[src/rtl/nonrestoring_divider_32.sv]
//==============================================================================
// Module      : nonrestoring_divider_32
// Description : Multi-cycle non-restoring integer divider for the ALU DIV/DIVU
//               path. One quotient bit is produced per clock on the operand
//               magnitudes, then a single fix-up cycle restores the final
//               remainder and applies the result signs. The result is packed
//               as z = {remainder, quotient}, the same HI/LO layout as the
//               multiplier product.
//
// Ports       : clock        rising-edge clock
//               reset        synchronous, active-high
//               start        begin an operation (accepted only when idle)
//               signed_op    1 = DIV (two's complement), 0 = DIVU
//               a            dividend, sampled on the accepting edge
//               b            divisor, sampled on the accepting edge
//               busy         operation in progress, start ignored
//               done         one-cycle pulse, z / div_by_zero valid
//               div_by_zero  set with done when b == 0, held until next done
//               z            {remainder -> HI, quotient -> LO}
//
// Revision    : 1.0  initial release
//==============================================================================
`default_nettype none

module nonrestoring_divider_32 #(
    parameter int WIDTH = 32
) (
    input  logic               clock,
    input  logic               reset,
    input  logic               start,
    input  logic               signed_op,
    input  logic [WIDTH-1:0]   a,
    input  logic [WIDTH-1:0]   b,
    output logic               busy,
    output logic               done,
    output logic               div_by_zero,
    output logic [2*WIDTH-1:0] z
);

    //--------------------------------------------------------------------------
    // Constants
    //--------------------------------------------------------------------------
    localparam int                 c_CNT_W   = (WIDTH > 1) ? $clog2(WIDTH) : 1;
    localparam logic [c_CNT_W-1:0] c_CNT_ONE = c_CNT_W'(1);
    localparam logic [c_CNT_W-1:0] c_CNT_LAST = c_CNT_W'(WIDTH - 1);

    typedef enum logic [1:0] {
        S_IDLE  = 2'd0,
        S_ITER  = 2'd1,
        S_FIXUP = 2'd2
    } state_t;

    //--------------------------------------------------------------------------
    // State and datapath registers
    //--------------------------------------------------------------------------
    state_t             r_state;
    logic [WIDTH:0]     r_p;          // signed partial remainder, one guard bit
    logic [WIDTH-1:0]   r_q;          // dividend magnitude shifting into quotient
    logic [WIDTH-1:0]   r_b_mag;      // divisor magnitude
    logic [c_CNT_W-1:0] r_cnt;
    logic               r_sign_q;
    logic               r_sign_r;
    logic               r_dbz_op;     // current operation is a divide by zero
    logic [2*WIDTH-1:0] r_z;
    logic               r_done;
    logic               r_div_by_zero;

    //--------------------------------------------------------------------------
    // Next-state wires
    //--------------------------------------------------------------------------
    state_t             w_state_nxt;
    logic [WIDTH:0]     w_p_nxt;
    logic [WIDTH-1:0]   w_q_nxt;
    logic [WIDTH-1:0]   w_b_mag_nxt;
    logic [c_CNT_W-1:0] w_cnt_nxt;
    logic               w_sign_q_nxt;
    logic               w_sign_r_nxt;
    logic               w_dbz_op_nxt;
    logic [2*WIDTH-1:0] w_z_nxt;
    logic               w_done_nxt;
    logic               w_div_by_zero_nxt;

    //--------------------------------------------------------------------------
    // Input magnitudes (only meaningful on the accepting edge)
    //--------------------------------------------------------------------------
    logic [WIDTH-1:0] w_a_mag_in;
    logic [WIDTH-1:0] w_b_mag_in;
    logic             w_b_zero;

    assign w_a_mag_in = (signed_op && a[WIDTH-1]) ? -a : a;
    assign w_b_mag_in = (signed_op && b[WIDTH-1]) ? -b : b;
    assign w_b_zero   = (b == '0);

    //--------------------------------------------------------------------------
    // One non-restoring step. The shifted remainder may exceed WIDTH+1 bits,
    // but the post-add/subtract value always lies in [-|b|, |b|), so modular
    // arithmetic on WIDTH+1 bits yields the exact result.
    //--------------------------------------------------------------------------
    logic [WIDTH:0]   w_b_ext;
    logic [WIDTH:0]   w_p_shift;
    logic [WIDTH:0]   w_p_step;
    logic [WIDTH-1:0] w_q_step;

    assign w_b_ext   = {1'b0, r_b_mag};
    assign w_p_shift = {r_p[WIDTH-1:0], r_q[WIDTH-1]};
    assign w_p_step  = r_p[WIDTH] ? (w_p_shift + w_b_ext) : (w_p_shift - w_b_ext);
    assign w_q_step  = {r_q[WIDTH-2:0], ~w_p_step[WIDTH]};

    //--------------------------------------------------------------------------
    // Fix-up: restore a negative final remainder, then apply signs.
    //--------------------------------------------------------------------------
    logic [WIDTH:0]   w_p_fix;
    logic [WIDTH-1:0] w_rem_mag;
    logic [WIDTH-1:0] w_quo;
    logic [WIDTH-1:0] w_rem;

    assign w_p_fix   = r_p[WIDTH] ? (r_p + w_b_ext) : r_p;
    assign w_rem_mag = w_p_fix[WIDTH-1:0];
    assign w_quo     = r_sign_q ? -r_q : r_q;
    assign w_rem     = r_sign_r ? -w_rem_mag : w_rem_mag;

    //--------------------------------------------------------------------------
    // Next-state / datapath logic
    //--------------------------------------------------------------------------
    always_comb begin
        w_state_nxt       = r_state;
        w_p_nxt           = r_p;
        w_q_nxt           = r_q;
        w_b_mag_nxt       = r_b_mag;
        w_cnt_nxt         = r_cnt;
        w_sign_q_nxt      = r_sign_q;
        w_sign_r_nxt      = r_sign_r;
        w_dbz_op_nxt      = r_dbz_op;
        w_z_nxt           = r_z;
        w_done_nxt        = 1'b0;
        w_div_by_zero_nxt = r_div_by_zero;

        case (r_state)
            S_IDLE: begin
                if (start) begin
                    w_b_mag_nxt  = w_b_mag_in;
                    w_sign_q_nxt = signed_op & (a[WIDTH-1] ^ b[WIDTH-1]);
                    w_sign_r_nxt = signed_op & a[WIDTH-1];
                    w_p_nxt      = '0;
                    w_cnt_nxt    = '0;
                    w_dbz_op_nxt = w_b_zero;
                    if (w_b_zero) begin
                        // No iterations run; Q carries the raw dividend so
                        // the fix-up cycle can return it in the HI word.
                        w_q_nxt     = a;
                        w_state_nxt = S_FIXUP;
                    end else begin
                        w_q_nxt     = w_a_mag_in;
                        w_state_nxt = S_ITER;
                    end
                end
            end

            S_ITER: begin
                w_p_nxt   = w_p_step;
                w_q_nxt   = w_q_step;
                w_cnt_nxt = r_cnt + c_CNT_ONE;
                if (r_cnt == c_CNT_LAST) begin
                    w_state_nxt = S_FIXUP;
                end
            end

            S_FIXUP: begin
                if (r_dbz_op) begin
                    w_z_nxt           = {r_q, {WIDTH{1'b1}}};
                    w_div_by_zero_nxt = 1'b1;
                end else begin
                    w_z_nxt           = {w_rem, w_quo};
                    w_div_by_zero_nxt = 1'b0;
                end
                w_done_nxt  = 1'b1;
                w_state_nxt = S_IDLE;
            end

            default: begin
                w_state_nxt = S_IDLE;
            end
        endcase
    end

    //--------------------------------------------------------------------------
    // Registers
    //--------------------------------------------------------------------------
    always_ff @(posedge clock) begin
        if (reset) begin
            r_state       <= S_IDLE;
            r_p           <= '0;
            r_q           <= '0;
            r_b_mag       <= '0;
            r_cnt         <= '0;
            r_sign_q      <= 1'b0;
            r_sign_r      <= 1'b0;
            r_dbz_op      <= 1'b0;
            r_z           <= '0;
            r_done        <= 1'b0;
            r_div_by_zero <= 1'b0;
        end else begin
            r_state       <= w_state_nxt;
            r_p           <= w_p_nxt;
            r_q           <= w_q_nxt;
            r_b_mag       <= w_b_mag_nxt;
            r_cnt         <= w_cnt_nxt;
            r_sign_q      <= w_sign_q_nxt;
            r_sign_r      <= w_sign_r_nxt;
            r_dbz_op      <= w_dbz_op_nxt;
            r_z           <= w_z_nxt;
            r_done        <= w_done_nxt;
            r_div_by_zero <= w_div_by_zero_nxt;
        end
    end

    //--------------------------------------------------------------------------
    // Outputs. busy drops in the done cycle because the state is back in IDLE,
    // which is what lets a start in that cycle be accepted.
    //--------------------------------------------------------------------------
    assign busy        = (r_state != S_IDLE);
    assign done        = r_done;
    assign div_by_zero = r_div_by_zero;
    assign z           = r_z;

endmodule

`default_nettype wire

[config.mk]
export PLATFORM = sky130hd
export DESIGN_NAME = nonrestoring_divider_32
export DESIGN_NICKNAME = d
export VERILOG_FILES = /design/src/rtl/nonrestoring_divider_32.sv
export SDC_FILE = /design/constraint.sdc
export NUM_CORES = 1
export LEC_CHECK = 0
export ABC_AREA = 1
export ABC_CLOCK_PERIOD_IN_PS = 3700
export CAP_MARGIN = 20
export CORE_ASPECT_RATIO = 0.8
export CORE_MARGIN = 3
export CORE_UTILIZATION = 54
export CTS_CLUSTER_SIZE = 30
export DETAILED_ROUTE_END_ITERATION = 10
export PLACE_DENSITY = 0.79
export RECOVER_POWER = 100
export REMOVE_ABC_BUFFERS = 1
export SLEW_MARGIN = 20
export SYNTH_ARGS = -nofsm -noshare
export SYNTH_HDL_FRONTEND = slang
export SYNTH_SLANG_ARGS = --single-unit
[constraint.sdc]
create_clock -name clock -period 3.7 [get_ports clock]
set_input_delay 1.11 -clock clock [delete_from_list [all_inputs] [get_ports clock]]
set_output_delay 1.11 -clock clock [all_outputs]
set_load 0.01 [all_outputs]
-- Word-level counts from Yosys, hierarchy flattened
Index checks and enable logic that the tools add are counted.
- add/sub/neg operators: 8
- equality and inequality tests: 5
- bitwise operators: 4
- reduce and logical (&&, ||, !) cells: 9
- mux-type cells: 20
- operators with widths (kind ; count):
    32-bit 2-to-1 mux ; 7
    32-bit negation ; 4
    33-bit 2-to-1 mux ; 2
    33-bit one-hot mux with 2 select lines ; 1
    64-bit 2-to-1 mux ; 1
    32-bit one-hot mux with 2 select lines ; 1
    33-bit by 32-bit adder with 33-bit output ; 1
    33-bit by 32-bit subtractor with 33-bit output ; 1
    32-bit adder ; 1
    32-bit logical NOT ; 1
    5-bit one-hot mux with 2 select lines ; 1
    2-bit 2-to-1 mux ; 3
    2-bit AND reduction ; 3
    5-bit by 1-bit adder with 5-bit output, second input constant ; 1
    5-bit == test, second input constant ; 1
    5-bit 2-to-1 mux ; 1
    2-bit inequality test, second input constant ; 2
    2-bit one-hot mux with 2 select lines ; 1
    2-bit nonzero test ; 2
    1-bit AND ; 2
    2-bit by 1-bit == test with 1-bit output, second input constant ; 1
    2-bit == test, second input constant ; 1
    1-bit logical AND ; 2
    2-bit logical NOT ; 1
    other kinds (3) ; 4
- bits in registers: 173
- word-level logic and storage cells: 57
- input port bits: 68

-- Logic depth before layout (Yosys ltp)
Gate-level depths: netlist (run 1).
- word-level depth: 5
- gate-level depth with buffers: 23
- mapped depth without buffers: 23

-- Least setup slack after synthesis (run 1)
OpenSTA, ideal clock, no wires.
- path type: register -> register
- start: register r_p[32]
- end: register r_p[28]
- path slack: 0.092 ns
- stages on the path, launching flop included: 24
- arrival: 3.475 ns
- buffers on the path: 5
- required time: 3.568 ns
- clock period less this slack: 3.608 ns
- cells stage by stage: dfxtp_1 -> buf_2 -> buf_2 -> clkbuf_1 -> buf_2 -> buf_1 -> nand2_1 -> o21ai_0 -> inv_1 -> fa_1 -> inv_1 -> nand3_1 -> nand2_1 -> nand2_1 -> a31oi_1 -> a31oi_1 -> o21ai_1 -> nand2_1 -> o21ai_1 -> nand2_1 -> nand2_1 -> nand2_1 -> nand3_1 -> a21oi_1
- cells in the longest elaborated chain, start to end: 2
- ends and longest elaborated chain (element ; RTL line ; text):
    from (decl) ; 57 ; logic [WIDTH:0] r_p;
    from (signal assigned) ; 204 ; r_p <= w_p_nxt;
    33-bit 2-to-1 mux ; 106 ; assign w_p_step = r_p[WIDTH] ? (w_p_shift + w_b_ext) : (w_p_shift - w_b_ext);
    33-bit one-hot mux with 2 select lines ; 138 ; case (r_state)
No other way between the ends.
A chain may end at the register's enable or synchronous reset.

-- Worst setup path in the final report (run 1)
- start: input b[1]
- end: register r_q[25]
- cells in the longest elaborated chain, start to end: 4
- ends and longest elaborated chain (element ; RTL line ; text):
    from (decl) ; 33 ; input logic [WIDTH-1:0] b,
    32-bit logical NOT ; 92 ; assign w_b_zero = (b == '0);
    32-bit 2-to-1 mux ; 147 ; if (w_b_zero) begin
    32-bit 2-to-1 mux ; 140 ; if (start) begin
    32-bit one-hot mux with 2 select lines ; 138 ;
    to (signal assigned) ; 205 ; r_q <= w_q_nxt;
    to (decl) ; 58 ; logic [WIDTH-1:0] r_q;
No other way between the ends. The select of a mux whose other input is x is not followed.

==> results.sh, run 1 <==
export IMPL_status="finished with violations"
export IMPL_violations="max-capacitance violations, max-slew violations, negative setup slack"
export IMPL_crit_fanout=14
export IMPL_criticalPathCategory="input port to flop"
export IMPL_min_path_type="flop to flop"
export IMPL_clk_latency_ps=450
export IMPL_synth_seq_area_share_pct=23.15
export IMPL_ys_warn_count=0
export IMPL_max_stage_delay_ps=580
export IMPL_clock_sinks=173
export IMPL_max_freq_ghz=0.2676
export IMPL_nets=2831
export IMPL_drv_cap=1
export IMPL_first_iter_violations=1992
export IMPL_relSlewSlack_pct=-39.92
export IMPL_worst_slack_ps=-37.17
export IMPL_synthesis_area_um2=14960
export IMPL_synthTopCellsByCount="nand2_1 (666), inv_1 (362), a21oi_1 (238)"
export IMPL_preCtsSetupSlack_ps=-348.2
export IMPL_root_buffer="clkbuf_16"
export IMPL_power_switching_mw=4.472
export IMPL_p_leak_nw=8.813
export IMPL_antenna_found_initial=1
export IMPL_clk_pin_slew_ps=70
export IMPL_grt_ovfl_total=0
export IMPL_final_area_um2=17970
export IMPL_critPathLaunchType="input port"
export IMPL_finalCriticalPeriod_ps=3737
export IMPL_vias=17370
export IMPL_yosysMostFrequentCell="nand2_1"
export IMPL_cts_tree="done"
export IMPL_setup_violations_final=5
export IMPL_cts_hold_buf=0
export IMPL_post_drt_wl_per_cell_um=17.85
export IMPL_hpwl_um=43190
export IMPL_n_antenna_cell=0
export IMPL_hold_path_depth=2
export IMPL_core_um2=26790
export IMPL_area_growth_pct=20.09
export IMPL_synth_seq_cells=173
export IMPL_swShare_pct=47.24
export IMPL_synth_area_per_cell_um2=5.918
export IMPL_pwr_share_clk_pct=20.1
export IMPL_synthCells=2528
export IMPL_grt_util_all_layers_pct=35.68
export IMPL_drt_pre_antenna_iters=6
export IMPL_routabilityCongestion=1.038
export IMPL_h_tree_depth=4
export IMPL_place_area_um2=17150
export IMPL_grt_pass1_vias=15390
export IMPL_clock_skew_ps=14.05
export IMPL_design_die_area_um2=29750
export IMPL_vias_per_cell=5.676
export IMPL_p_per_area_nw_per_um2=526.9
export IMPL_finalCritPeriodShare_pct=101.0
export IMPL_hold_slack_ps=472.8
export IMPL_cts_inserted_buffers=17
export IMPL_grt_pass1_wl_um=83500
export IMPL_drt_total_wl_um=54630
export IMPL_cp_cell_sequence="dlygate4sd3_1 -> inv_1 -> ha_1 -> nand4_1 -> nor3_1 -> nand3_1 -> nor4_1 -> nand2_1 -> nand3_2 -> buf_4 -> nor2_1 -> xor2_1 -> o21ai_1 -> a21oi_1"
export IMPL_pwr_share_comb_pct=55.2
export IMPL_worst_slew_pin_slew_ps=2099
export IMPL_clock_path_buffers=2
export IMPL_slew_viol_final=37
export IMPL_synth_top_area_share_pct=23.15
export IMPL_portBuffers=134
export IMPL_synthTopCellsByArea="dfxtp_1 (23%), nand2_1 (17%), inv_1 (9.1%)"
export IMPL_die_h_um=154.9
export IMPL_synth_flop_cell="dfxtp_1"
export IMPL_grt_max_degree=76
export IMPL_ys_types=52
export IMPL_netlist_top_cell_by_area="dfxtp_1"
export IMPL_arrival_ps=4050
export IMPL_drive_gt1_share_pct=9.249
export IMPL_detail_route_antenna_nets=0
export IMPL_synth_edff_count=0
export IMPL_async_reset_ff_share_pct=0
export IMPL_required_ps=4020
export IMPL_internal_power_mw=4.994
export IMPL_ff2ff_path_depth=19
export IMPL_finalHoldViolCount=0
export IMPL_die_w_um=192.1
export IMPL_rsz0062_at_grt="true"
export IMPL_drc=0
export IMPL_pin_count=135
export IMPL_pwr_share_seq_pct=24.7
export IMPL_endpoint_kind="flop"
export IMPL_cpMaxStageDelayCell="dlygate4sd3_1"
export IMPL_placementRows=53
export IMPL_peakVddDrop_uv=384.3
export IMPL_start_util_pct=55.85
==> final timing paths <==
| path | from | to | slack (ps) |
|---|---|---|---|
| worst max-delay path | b[1] | r_q[25] | -40 |
| worst min-delay path | r_cnt[4] | r_cnt[4] | 470 |
| worst max register to register | r_b_mag[0] | z[62] | -30 |
| worst min register to register | r_cnt[4] | r_cnt[4] | 470 |
==> power groups by stage <==
stage | clock (mW) | combinational, mW | sequential (mW)
6_report | 1.90 | 5.23 | 2.34
5_1_grt | 1.98 | 5.75 | 2.35
4_1_cts | 1.91 | 4.85 | 2.31
3_5_place_dp | 0 | 4.82 | 2.35
3_3_place_gp | 0 | 4.76 | 2.34
2_1_floorplan | 0 | 3.15 | 2.29
==> state kept, by name, indices dropped and copies added (netlist names) <==
signal / count
r_b_mag: 32
z: 64
r_sign_q: 1
r_p: 33
r_cnt: 5
done: 1
r_dbz_op: 1
r_state: 2
div_by_zero: 1
r_sign_r: 1
r_q: 32
==> critical path: cells and delay by family <==
kind / cells / cell delay [ps]
XOR/XNOR: 1 / 160
AND/OR/NAND/NOR: 7 / 1360
adder cells (fa/ha/maj): 1 / 180
AO/OA/AOI/OAI: 2 / 330
buffers and inverters: 3 / 920
==> placed cells by master (no fill, tap or decap), drive strengths merged, types with 4 or more instances in the layout <==
cell and instances:
a21boi 4, a21oi 239, a221oi 5, a31oi 28, buf 91, clkbuf 23, clkdlybuf4s50 63, clkinv 4
dfxtp 173, dlygate4sd3 70, ha 70, inv 378, nand2 669, nand3 175, nand3b 4, nand4 27
nor2 246, nor3 37, nor4 20, o211ai 13, o21ai 178, o21bai 5, o221ai 28, o31ai 6
or2 41, xnor2 22, xor2 69
==> timing repair <==
action                                  CTS  global route
endpoints found under the setup margin    4            22
resized for setup                        10            67
setup buffers                             0             6
pin swaps                                 2            34
==> logic make-up after synthesis <==
logic type	count (synthesis)	synth area share, %
simple gates	1221	34.81
compound gates	512	18.95
buf+inv	458	11.57
flops	173	23.15
xor+xnor	91	5.327
fa+ha+maj	72	6.121
mux	1	0.07526
==> routing by layer <==
| metal | part of all wire, % | global-route usage, % | up-vias |
|---|---|---|---|
| met4 | 1.7 | 7.282 | 2 |
| met1 | 45 | 53.33 | 7835 |
| li1 | - | - | 8554 |
| met2 | 39 | 48.71 | 903 |
| met5 | 0.022 | 0 | - |
| met3 | 14 | 13.07 | 75 |
==> stage by stage <==
step           utilization (%)  cells  setup TNS (ps)  power [mW]
2_1_floorplan                -   2442         -218580       5.442
3_3_place_gp             64.02   3023           -1001       7.103
3_5_place_dp             64.02   3023           -1029       7.166
4_1_cts                  66.40   3054          -44.59       9.068
5_1_grt                  67.07   3060           -3716       10.08
6_report                 67.07   3060          -99.10       9.466
==> layout make-up <==
type,instances,area [um2]
Multi-Input combinational cell,1897,9988
Timing Repair Buffer,230,2068
Tap cell,357,446.7
Clock inverter,14,171.4
Sequential cell,173,3471
Clock buffer,17,425.4
Fill cell,2497,8823
Inverter,372,1396
Power figures use the tool's default switching activity.
==> run 2: changes to the inputs <==
Settings changed: CORE_ASPECT_RATIO 0.8 to 1.75.
==> run 2 against run 1 <==
Net effect:
- the flow now finishes without violations
- global-route usage fell by 1.0 points
- die area grew 0.22%
- clock power is essentially flat
- critical endpoint is now r_q[0]
- critical path type is now flop to flop
- largest power group unchanged
==> results.sh, run 2 (synthesized netlist as in run 1, its figures left out) <==
export IMPL_nets=2866
export IMPL_cp_cell_sequence="nor3_4 -> nand2_2 -> nor3_4 -> nand2_2 -> nor4_2 -> inv_1 -> nor3_2 -> buf_4 -> nand3_4 -> o21ai_4 -> buf_4 -> o21ai_0 -> xor2_1 -> ha_1 -> inv_1 -> nor2_1 -> nor3_2 -> o21ai_1 -> a21oi_1 -> xnor2_1 -> nand2_1 -> nand2_1 -> a21oi_1"
export IMPL_status="complete, no violations"
export IMPL_finalCriticalPeriod_ps=3686
export IMPL_slew_viol_final=0
export IMPL_first_iter_violations=1065
export IMPL_post_drt_wl_per_cell_um=16.92
export IMPL_rsz0062_at_grt="true"
export IMPL_n_antenna_cell=0
export IMPL_internal_power_mw=5.132
export IMPL_h_tree_depth=4
export IMPL_max_freq_ghz=0.2713
export IMPL_clock_skew_ps=8.965
export IMPL_pin_count=135
export IMPL_pwr_share_comb_pct=55.7
export IMPL_p_leak_nw=8.815
export IMPL_required_ps=4020
export IMPL_die_w_um=131.8
export IMPL_cts_tree="done"
export IMPL_worst_slew_pin_slew_ps=1159
export IMPL_die_h_um=226.2
export IMPL_swShare_pct=45.51
export IMPL_peakVddDrop_uv=406.7
export IMPL_grt_ovfl_total=0
export IMPL_start_util_pct=54.75
export IMPL_area_growth_pct=22.64
export IMPL_final_common_cell="nand2_1"
export IMPL_pwr_share_clk_pct=19.9
export IMPL_p_per_area_nw_per_um2=513.3
export IMPL_setup_violations_final=0
export IMPL_critPathLaunchType="flop"
export IMPL_hold_slack_ps=475.1
export IMPL_power_switching_mw=4.286
export IMPL_root_buffer="clkbuf_16"
export IMPL_relSlewSlack_pct=22.65
export IMPL_drive_gt1_share_pct=10.73
export IMPL_multi_input_area_um2=10060
export IMPL_vias=17380
export IMPL_drc=0
export IMPL_max_stage_delay_ps=340
export IMPL_grt_pass1_vias=16860
export IMPL_design_die_area_um2=29820
export IMPL_clock_sinks=173
export IMPL_utilization_pct=67.15
export IMPL_drv_cap=0
export IMPL_antenna_found_initial=0
export IMPL_layout_common_cells="nand2_1 (658), inv_1 (357), a21oi_1 (232)"
export IMPL_portBuffers=134
export IMPL_fillCellCount=2616
export IMPL_cts_inserted_buffers=17
export IMPL_grt_util_all_layers_pct=34.64
export IMPL_pwr_share_seq_pct=24.4
export IMPL_grt_pass1_wl_um=82970
export IMPL_core_um2=27330
export IMPL_largest_register_ffs=64
export IMPL_hpwl_um=40870
export IMPL_criticalPathCategory="flop to flop"
export IMPL_arrival_ps=4010
export IMPL_endpoint_kind="flop"
export IMPL_crit_fanout=3
export IMPL_drt_pre_antenna_iters=6
export IMPL_clk_pin_slew_ps=70
export IMPL_clk_latency_ps=460
export IMPL_routabilityCongestion=1.009
export IMPL_placementRows=80
export IMPL_ff_latch_area_um2=3467
export IMPL_drt_total_wl_um=52590
export IMPL_detail_route_antenna_nets=0
export IMPL_clock_path_buffers=2
export IMPL_finalCritPeriodShare_pct=99.63
export IMPL_grt_max_degree=118
export IMPL_vias_per_cell=5.592
export IMPL_finalHoldViolCount=0
export IMPL_min_path_type="flop to flop"
export IMPL_cpMaxStageDelayCell="dfxtp_2"
[run 2: repair_timing]
action	in CTS	in global routing
pin swaps	4	26
gates cloned	0	0
gates resized for setup	15	62
hold buffers	0	0
setup endpoints to repair	7	14
buffers inserted	0	11
[run 2: critical path, delay by kind of cell, from the launching register on]
| family | cells | cell delay (ps) |
|---|---|---|
| buffers and inverters | 4 | 540 |
| and+or+nand+nor | 11 | 1430 |
| DFF | 1 | 340 |
| adders and majority gates | 1 | 330 |
| AOI/OAI and AO/OA | 5 | 570 |
| xor gates and xnor gates | 2 | 300 |
[run 2: path summary, 6_finish.rpt]
| check | startpoint | endpoint | slack [ps] | depth (start not counted) |
|---|---|---|---|---|
| max | r_b_mag[0] | r_q[0] | 10 | 23 |
| min | r_cnt[4] | r_cnt[4] | 480 | 2 |
| max reg2reg | r_b_mag[0] | r_q[0] | 10 | 23 |
| min reg2reg | r_cnt[4] | r_cnt[4] | 480 | 2 |
[run 2: layout make-up]
cell class	instances	share of cell area (%)
Clock buffer	19	2.414
Clock inverter	13	0.8592
Inverter	372	7.637
Multi-Input combinational cell	1897	54.83
Sequential cell	173	18.90
Tap cell	369	2.516
Timing Repair Buffer	265	12.85
[run 2: routing by layer]
layer	share of wire [%]	track usage [%]
met2	53	67.06
met4	6.7	23.67
met5	0	0
met3	5.0	4.547
met1	35	33.82
[run 2: power by group through the flow]
| stage | clock network (mW) | logic, mW | registers, mW |
|---|---|---|---|
| after floorplan | 0 | 3.15 | 2.29 |
| after global placement | 0 | 4.77 | 2.32 |
| after detailed placement | 0 | 4.85 | 2.32 |
| after CTS | 1.89 | 4.90 | 2.28 |
| after global routing | 1.95 | 5.84 | 2.31 |
| final | 1.88 | 5.24 | 2.30 |
[run 2: metrics by stage]
step / total power, mW / worst slack [ps] / instances / TNS (ps) / cell area, um2
after floorplan: 5.442 / -1976 / 2442 / -218580 / 14630
after global placement: 7.084 / -407.4 / 3065 / -1046 / 17390
after detailed placement: 7.173 / -348.7 / 3065 / -1611 / 17390
after CTS: 9.063 / 2.822 / 3097 / 0 / 18050
after global routing: 10.11 / -223.8 / 3108 / -779.6 / 18350
final: 9.418 / 13.81 / 3108 / 0 / 18350
==> run 3: changes to the inputs <==
Settings changed: CORE_ASPECT_RATIO 1.75 to 0.8, PLACE_DENSITY 0.79 to not set, PLACE_DENSITY_LB_ADDON set to 0.08.
==> run 3 against run 2 <==
Net effect:
- via count is 0.58% higher
- sequential share of layout area rose by 0.31 points
- critical path type unchanged
- setup slack better by 95 ps
- die area down 0.22%
- sequential cell count unchanged
- clock-buffer cell count decreased by 2
- critical path depth rose by 1
- clock power rose by 3%
- total power up 0.14%
- worst hold slack improved by 9.7 ps
==> results.sh, run 3 (synthesized netlist as in run 1, its figures left out) <==
export IMPL_status="complete, no violations"
export IMPL_drv_cap=0
export IMPL_cp_cell_sequence="buf_4 -> inv_4 -> ha_4 -> nand2_2 -> nor2_4 -> nand2_4 -> nor2_4 -> nand4_1 -> nor2_2 -> buf_4 -> a21oi_2 -> xor2_1 -> ha_1 -> nand2_1 -> nor2_1 -> nor2_4 -> nor4_4 -> nor3_2 -> o21ai_1 -> a21oi_2 -> xnor2_1 -> nand2_1 -> nand2_1 -> a21oi_1"
export IMPL_required_ps=4000
export IMPL_finalHoldViolCount=0
export IMPL_finalCritPeriodShare_pct=97.06
export IMPL_die_w_um=192.1
export IMPL_grt_pass1_vias=15400
export IMPL_antenna_found_initial=0
export IMPL_pwr_share_clk_pct=20.6
export IMPL_drc=0
export IMPL_relSlewSlack_pct=19.25
export IMPL_slew_viol_final=0
export IMPL_design_die_area_um2=29750
export IMPL_portBuffers=134
export IMPL_clock_path_buffers=2
export IMPL_post_drt_wl_per_cell_um=17.94
export IMPL_max_freq_ghz=0.2785
export IMPL_pwr_share_seq_pct=24.7
export IMPL_clock_sinks=173
export IMPL_clock_skew_ps=16.89
export IMPL_p_per_area_nw_per_um2=522.0
export IMPL_drt_total_wl_um=54940
export IMPL_swShare_pct=47.49
export IMPL_rsz0062_at_grt="true"
export IMPL_power_switching_mw=4.478
export IMPL_core_um2=26790
export IMPL_layout_common_cells="nand2_1 (654), inv_1 (359), nor2_1 (230)"
export IMPL_cts_inserted_buffers=17
export IMPL_utilization_pct=67.43
export IMPL_hpwl_um=42790
export IMPL_drt_pre_antenna_iters=6
export IMPL_dp_cells=3018
export IMPL_hold_slack_ps=484.7
export IMPL_peakVddDrop_uv=307.1
export IMPL_setup_violations_final=0
export IMPL_largest_register_ffs=64
export IMPL_min_path_type="flop to flop"
export IMPL_grt_max_degree=62
export IMPL_vias=17480
export IMPL_n_antenna_cell=0
export IMPL_pwr_share_comb_pct=54.7
export IMPL_fin_setup_tns_ps=0
export IMPL_cp_buffers_inverters=3
export IMPL_critPathLaunchType="flop"
export IMPL_crit_fanout=4
export IMPL_grt_util_all_layers_pct=35.93
export IMPL_power_total_mw=9.431
export IMPL_p_leak_nw=8.876
export IMPL_clk_pin_slew_ps=80
export IMPL_grt_ovfl_total=0
export IMPL_pin_count=135
export IMPL_start_util_pct=55.85
export IMPL_grt_pass1_wl_um=84410
export IMPL_vias_per_cell=5.709
export IMPL_cts_hold_buf=0
export IMPL_first_iter_violations=2110
export IMPL_arrival_ps=3900
export IMPL_max_stage_delay_ps=370
export IMPL_worst_slew_pin_slew_ps=1210
export IMPL_h_tree_depth=4
export IMPL_clk_latency_ps=440
export IMPL_cpMaxStageDelayCell="ha_1"
export IMPL_final_common_cell="nand2_1"
export IMPL_finalCriticalPeriod_ps=3591
export IMPL_placementRows=53
export IMPL_final_cells=3062
export IMPL_root_buffer="clkbuf_16"
export IMPL_routabilityCongestion=1.012
export IMPL_drive_gt1_share_pct=9.538
export IMPL_area_growth_pct=20.75
export IMPL_cts_tree="done"
export IMPL_nets=2832
export IMPL_criticalPathCategory="flop to flop"
export IMPL_detail_route_antenna_nets=0
export IMPL_endpoint_kind="flop"
export IMPL_internal_power_mw=4.952
export IMPL_die_h_um=154.9
export IMPL_cp_top_family="simple AND/OR/NAND/NOR gates"
run 3: final timing paths:
path,start,end,slack [ps],cells past startpoint
worst max-delay path,r_b_mag[1],r_q[0],110,24
worst min-delay path,r_cnt[4],r_cnt[4],480,2
worst max register to register,r_b_mag[1],r_q[0],110,24
worst min register to register,r_cnt[4],r_cnt[4],480,2
run 3: through the flow:
stage	cell area, um2	setup WS (ps)
CTS	17750	5.862
detailed placement	17100	-187.4
global route	18070	-193.2
finish	18070	108.9
global placement	17100	-85.46
floorplan	14630	-1976
run 3: area by class of cell:
type                       instances  area, um2
sequential                       173       3470
fill                            2456       8725
tap                              357      446.7
clock inverter                    15      193.9
inverter                         372       1399
clock buffer                      17      425.4
multi-input combinational       1897      10060
timing repair buffer             231       2074
run 3: per-layer routing:
layer / vias to the layer above / routed length (um) / GRT usage [%]
li1: 8541 / - / -
met5: - / 0 / 0
met1: 7897 / 25240 / 55.03
met3: 69 / 7358 / 11.11
met4: 0 / 920 / 7.940
met2: 973 / 21410 / 48.66
run 3: repair_timing:
action | in CTS | in global routing
resized for setup | 5 | 76
endpoints found under the setup margin | 2 | 15
pin swaps | 0 | 20
gates cloned | 0 | 0
setup buffers | 0 | 12
run 3: tightest hold or removal path: stages (launching register included):
cell and delay, ps:
dfxtp_1 320, nand2_1 70, a21oi_1 50
run 3: power by group through the flow:
stage | logic [mW] | clock network (mW) | registers, mW
after CTS | 4.77 | 1.94 | 2.30
after floorplan | 3.15 | 0 | 2.29
after global placement | 4.70 | 0 | 2.33
after global routing | 5.69 | 2.01 | 2.34
final | 5.16 | 1.94 | 2.33
after detailed placement | 4.73 | 0 | 2.34
